===== config.mk =====
export PLATFORM = sky130hd
export DESIGN_NAME = audio_fifo_ctl
export DESIGN_NICKNAME = d
export VERILOG_FILES = /design/src/rtl/audio_fifo_ctl.sv
export SDC_FILE = /design/constraint.sdc
export NUM_CORES = 1
export LEC_CHECK = 0
export ABC_AREA = 1
export BUFFER_PORTS_ARGS = -buffer_cell sky130_fd_sc_hd__buf_2
export CORE_ASPECT_RATIO = 2
export CORE_MARGIN = 2
export CORE_UTILIZATION = 48
export CTS_BUF_LIST = sky130_fd_sc_hd__clkbuf_4 sky130_fd_sc_hd__clkbuf_8 sky130_fd_sc_hd__clkbuf_16
export DETAILED_ROUTE_END_ITERATION = 6
export SKIP_CTS_REPAIR_TIMING = 1
export SLEW_MARGIN = 20
export SYNTH_ARGS = -nofsm -noshare
export SYNTH_HDL_FRONTEND = slang
export SYNTH_SLANG_ARGS = --single-unit

===== constraint.sdc =====
create_clock -name i_clk -period 5.6 [get_ports i_clk]
set_clock_uncertainty 0.1 [all_clocks]
set_input_delay 1.12 -clock i_clk [delete_from_list [all_inputs] [get_ports i_clk]]
set_output_delay 1.12 -clock i_clk [all_outputs]
set_load 0.03 [all_outputs]

===== src/rtl/audio_fifo_ctl.sv =====
// rtl/audio_fifo_ctl.sv - stereo sample FIFO with prefill/underrun playback control for an I2S serializer
// Optional AUDIO_FIFO_UNF_CNT_EN adds a saturating 16-bit underrun event counter (o_unf_cnt).
module audio_fifo_ctl #(
    parameter int DEPTH_LOG2 = 4,
    parameter int PREFILL    = 8
) (
    input  logic                     i_clk,
    input  logic                     i_reset,
    input  logic                     i_en,
    input  logic                     i_wr_en,
    input  logic signed [23:0]       i_wr_l,
    input  logic signed [23:0]       i_wr_r,
    output logic                     o_full,
    output logic [DEPTH_LOG2:0]      o_level,
    input  logic                     i_load,
    output logic signed [23:0]       o_l_data,
    output logic signed [23:0]       o_r_data,
    output logic                     o_playing,
    output logic                     o_ovf,
    output logic                     o_unf,
    input  logic                     i_clr_flags
`ifdef AUDIO_FIFO_UNF_CNT_EN
    ,
    output logic [15:0]              o_unf_cnt
`endif
);

    localparam int DEPTH = 1 << DEPTH_LOG2;
    localparam logic [DEPTH_LOG2-1:0] P_ONE     = DEPTH_LOG2'(1);
    localparam logic [DEPTH_LOG2:0]   L_ONE     = (DEPTH_LOG2 + 1)'(1);
    localparam logic [DEPTH_LOG2:0]   L_DEPTH   = (DEPTH_LOG2 + 1)'(DEPTH);
    localparam logic [DEPTH_LOG2:0]   L_PREFILL = (DEPTH_LOG2 + 1)'(PREFILL);

    typedef enum logic {S_FILL, S_PLAY} state_t;

    state_t                  r_state;
    logic [47:0]             r_mem [DEPTH];
    logic [DEPTH_LOG2-1:0]   r_wr_ptr;
    logic [DEPTH_LOG2-1:0]   r_rd_ptr;
    logic [DEPTH_LOG2:0]     r_level;
    logic                    r_full;
    logic signed [23:0]      r_l_data;
    logic signed [23:0]      r_r_data;
    logic                    r_ovf;
    logic                    r_unf;

    logic                    w_wr;
    logic                    w_load;
    logic                    w_pop;
    logic                    w_ovf_evt;
    logic                    w_unf_evt;
    logic [47:0]             w_head;
    logic [DEPTH_LOG2:0]     w_level_nxt;

    assign w_wr      = i_en && i_wr_en && !r_full;
    assign w_ovf_evt = i_wr_en && r_full;
    assign w_load    = i_en && i_load;
    assign w_pop     = w_load && (((r_state == S_FILL) && (r_level >= L_PREFILL)) ||
                                  ((r_state == S_PLAY) && (r_level != '0)));
    assign w_unf_evt = w_load && (r_state == S_PLAY) && (r_level == '0);
    assign w_head    = r_mem[r_rd_ptr];

    always_comb begin
        w_level_nxt = r_level;
        case ({w_wr, w_pop})
            2'b10:   w_level_nxt = r_level + L_ONE;
            2'b01:   w_level_nxt = r_level - L_ONE;
            default: w_level_nxt = r_level;
        endcase
    end

    // Sample storage is not reset; only accepted writes touch it.
    always_ff @(posedge i_clk) begin
        if (w_wr) begin
            r_mem[r_wr_ptr] <= {i_wr_l, i_wr_r};
        end
    end

    always_ff @(posedge i_clk) begin
        if (i_reset) begin
            r_state  <= S_FILL;
            r_wr_ptr <= '0;
            r_rd_ptr <= '0;
            r_level  <= '0;
            r_full   <= 1'b0;
            r_l_data <= '0;
            r_r_data <= '0;
            r_ovf    <= 1'b0;
            r_unf    <= 1'b0;
        end else begin
            // A new event in the same cycle as a clear keeps the flag set.
            r_ovf <= w_ovf_evt || (r_ovf && !i_clr_flags);
            r_unf <= w_unf_evt || (r_unf && !i_clr_flags);

            if (!i_en) begin
                r_state  <= S_FILL;
                r_wr_ptr <= '0;
                r_rd_ptr <= '0;
                r_level  <= '0;
                r_full   <= 1'b0;
                r_l_data <= '0;
                r_r_data <= '0;
            end else begin
                if (w_wr) begin
                    r_wr_ptr <= r_wr_ptr + P_ONE;
                end
                if (w_pop) begin
                    r_rd_ptr <= r_rd_ptr + P_ONE;
                    r_l_data <= w_head[47:24];
                    r_r_data <= w_head[23:0];
                end
                r_level <= w_level_nxt;
                r_full  <= (w_level_nxt == L_DEPTH);

                case (r_state)
                    S_FILL: begin
                        if (w_pop) begin
                            r_state <= S_PLAY;
                        end
                    end
                    S_PLAY: begin
                        if (w_unf_evt) begin
                            r_state  <= S_FILL;
                            r_l_data <= '0;
                            r_r_data <= '0;
                        end
                    end
                    default: r_state <= S_FILL;
                endcase
            end
        end
    end

`ifdef AUDIO_FIFO_UNF_CNT_EN
    logic [15:0] r_unf_cnt;

    // Clear plus underrun in one cycle leaves a count of one: the new event is kept.
    always_ff @(posedge i_clk) begin
        if (i_reset) begin
            r_unf_cnt <= '0;
        end else if (w_unf_evt) begin
            if (i_clr_flags) begin
                r_unf_cnt <= 16'd1;
            end else if (r_unf_cnt != 16'hFFFF) begin
                r_unf_cnt <= r_unf_cnt + 16'd1;
            end
        end else if (i_clr_flags) begin
            r_unf_cnt <= '0;
        end
    end

    assign o_unf_cnt = r_unf_cnt;
`endif

    assign o_full    = r_full;
    assign o_level   = r_level;
    assign o_l_data  = r_l_data;
    assign o_r_data  = r_r_data;
    assign o_playing = (r_state == S_PLAY);
    assign o_ovf     = r_ovf;
    assign o_unf     = r_unf;

endmodule


==> reports/summary.txt <==
worst-path fanout max: 22
Tot GR Track Use: 21.80%
Routed WL: 79630 um
WS Path Type: input pin to flop
height of the chip: 380.7 um
Adder-Cell Fraction of Synth Area: 0.2939%
post-synthesis simple-gate area fraction: 10.21%
antenna violations before repair: 6
post-layout min period: 3256 ps
row count: 138
most frequent cells in the layout: 768 x edfxtp_1, 454 x inv_1, 344 x nand3_1
commonest non-fill, non-tap cell in the layout: edfxtp_1
sequential area share after synthesis: 71.78%
pin count of the biggest net entering global routing: 199
main combinational cell family by area after synthesis: simple AND/OR/NAND/NOR gates
mux contribution to synthesized area: 0.02939%
first-pass GRT wire length: 120000 um
RSZ-0062 raised after global routing: false
Synth-to-Final Area Change: 11.47%
Final HPWL DP: 42540 um
wire length per cell: 20.67 um
Via Count: 20.81k
Final Hold Viols: 0
layout cells sized above 1: 10.17%
pin slew with the least headroom to its limit: 1086 ps
area share of the largest cell type after synthesis: 67.72%
cell count after synthesis: 2840
Vias/cell: 5.403
Starting DRT DRC Count: 1643
fmax: 307.1 MHz
Worst EP arrival: 3440 ps
multi-input combinational cell area: 7081 um2
Max Slew Vio Count: 0
router iterations before antenna repair: 5
Final ANT Viol Nets: 0
Post-Syn Nets: 2902
Initial Utilization: 48.34%
Synth area leader: edfxtp_1
IO Port Bufs: 110
Register Area: 24460 um2
Area contributors post-synth: edfxtp_1 68%, o211ai_1 5.3%, nand3_1 5.1%
TritonCTS buffer count: 73
CTS tree: done
outcome: complete, no violations
GPL Wtd Cong: 0.7680
die extent in x: 192.3 um
Critical Path End Type: flop
PwrDens: 324.6 nW/um2
# clock sinks: 837
worst rel slew slack: 27.63%
peak supply drop: 268.6 uV
htree depth: 3
total congestion overflow: 0
Final Power: 12320 uW
unique cell type count in the Yosys netlist: 24
Fillers: 6035
synthesized flop and latch total: 837
r2r setup slk: 2660 ps
max cap viols: 0
Avg Synthesized Cell Area: 11.99 um2
setup tns final: 0 ps
synthesized area: 34050 um2
CP required: 5780 ps
Hold Crit Class: flop to flop
leakage power: 0.01348 uW
worst skew pair latency: 610 ps
io pins: 111
Core ar.: 70450 um2
Die ar.: 73220 um2
Warnings, synthesis: 0
clock root buffer: clkbuf_16
Synth Area in Compound Gates: 9.832%
Synth Area in XOR/XNOR: 0.07716%
Bufs on Longest Clock Path: 3
WHS Path Cells: 2
period utilization: 58.15%
final setup fails: 0
Remaining DRCs: 0
nets@finish: 2945
Clk pin slew, worst setup/hold paths: 60 ps
critical path launch point type: input pin
Reg2Reg Depth: 6
vias in the first global route: 19.99k
## final timing paths
path	startpoint	to
setup / recovery	i_en	r_mem[11][46]$_DFFE_PP_
hold / removal	o_ovf$_SDFF_PP0_	o_ovf$_SDFF_PP0_
setup reg to reg	o_full$_SDFF_PP0_	r_mem[11][46]$_DFFE_PP_
hold reg to reg	o_ovf$_SDFF_PP0_	o_ovf$_SDFF_PP0_
## metrics by stage
step | hold slack (ps) | instance area [um2] | util [%] | worst slack (ps) | std cells
floorplan | 346.8 | 34050 | - | 1313 | 2840
global placement | 344.4 | 35400 | 50.25 | 1633 | 3718
CTS | 366.5 | 37960 | 53.88 | 2302 | 3851
detailed placement | 357.2 | 35400 | 50.25 | 1652 | 3718
global route | 391.3 | 37960 | 53.88 | 2179 | 3852
finish | 362.3 | 37960 | 53.88 | 2344 | 3852
## logic make-up (layout without fill, tap and decap cells)
logic type	count (synthesis)	count (layout)
muxes	1	1
other	0	1
AOI/OAI and AO/OA	549	549
xor gates and xnor gates	3	3
and+or+nand+nor	807	807
DFF	837	837
adders and majority gates	8	8
buffers and inverters	635	736
## flip-flops by register name (all words and copies together) (netlist names), named ones only
| name | count |
|---|---|
| r_rd_ptr | 4 |
| o_full | 1 |
| r_wr_ptr | 4 |
| o_level | 5 |
| o_playing | 1 |
| o_l_data | 24 |
| o_r_data | 24 |
| o_ovf | 1 |
| o_unf | 1 |
| r_mem | 768 |
## area by class of cell
cell class              instances  share of cell area [%]
flip-flops and latches        837                   64.43
multi-input cells            1368                   18.65
clock buffers                 108                   5.854
inverters                     459                   4.552
well taps                     910                   3.000
repair buffers                144                   2.617
clock inverters                25                  0.8900
diodes                          1                0.006592
## critical path, cell delays in order
cell and delay (ps):
buf_2 90, nand2_1 50, nor2_1 410, inv_1 260, nor2_1 180, nand2_1 170
nor2_4 690, buf_4 430
## per-layer routing
layer / GRT usage [%] / wire [um]
met1: 28.53 / 33220
met2: 37.65 / 40750
met3: 2.681 / 3573
met5: 0 / 54
met4: 6.913 / 2033
## report_power, final
part           internal (uW)  total (uW)  switching, uW  leakage, uW
sequential              6830        6840           5.53      0.00748
clock                   3130        5310           2180      0.00127
combinational           31.0         169            138      0.00473
total                  10000       12300           2320       0.0135
## cell usage after synthesis (all sizes together)
master,n
a21oi,159
buf,140
clkbuf,36
dfxtp,69
edfxtp,768
ha,8
inv,459
mux2i,1
nand2,330
nand3,344
nand3b,1
nand4,3
nor2,128
o211ai,240
o21ai,150
or2,1
xnor2,1
xor2,2
Power figures use the tool's default switching activity.
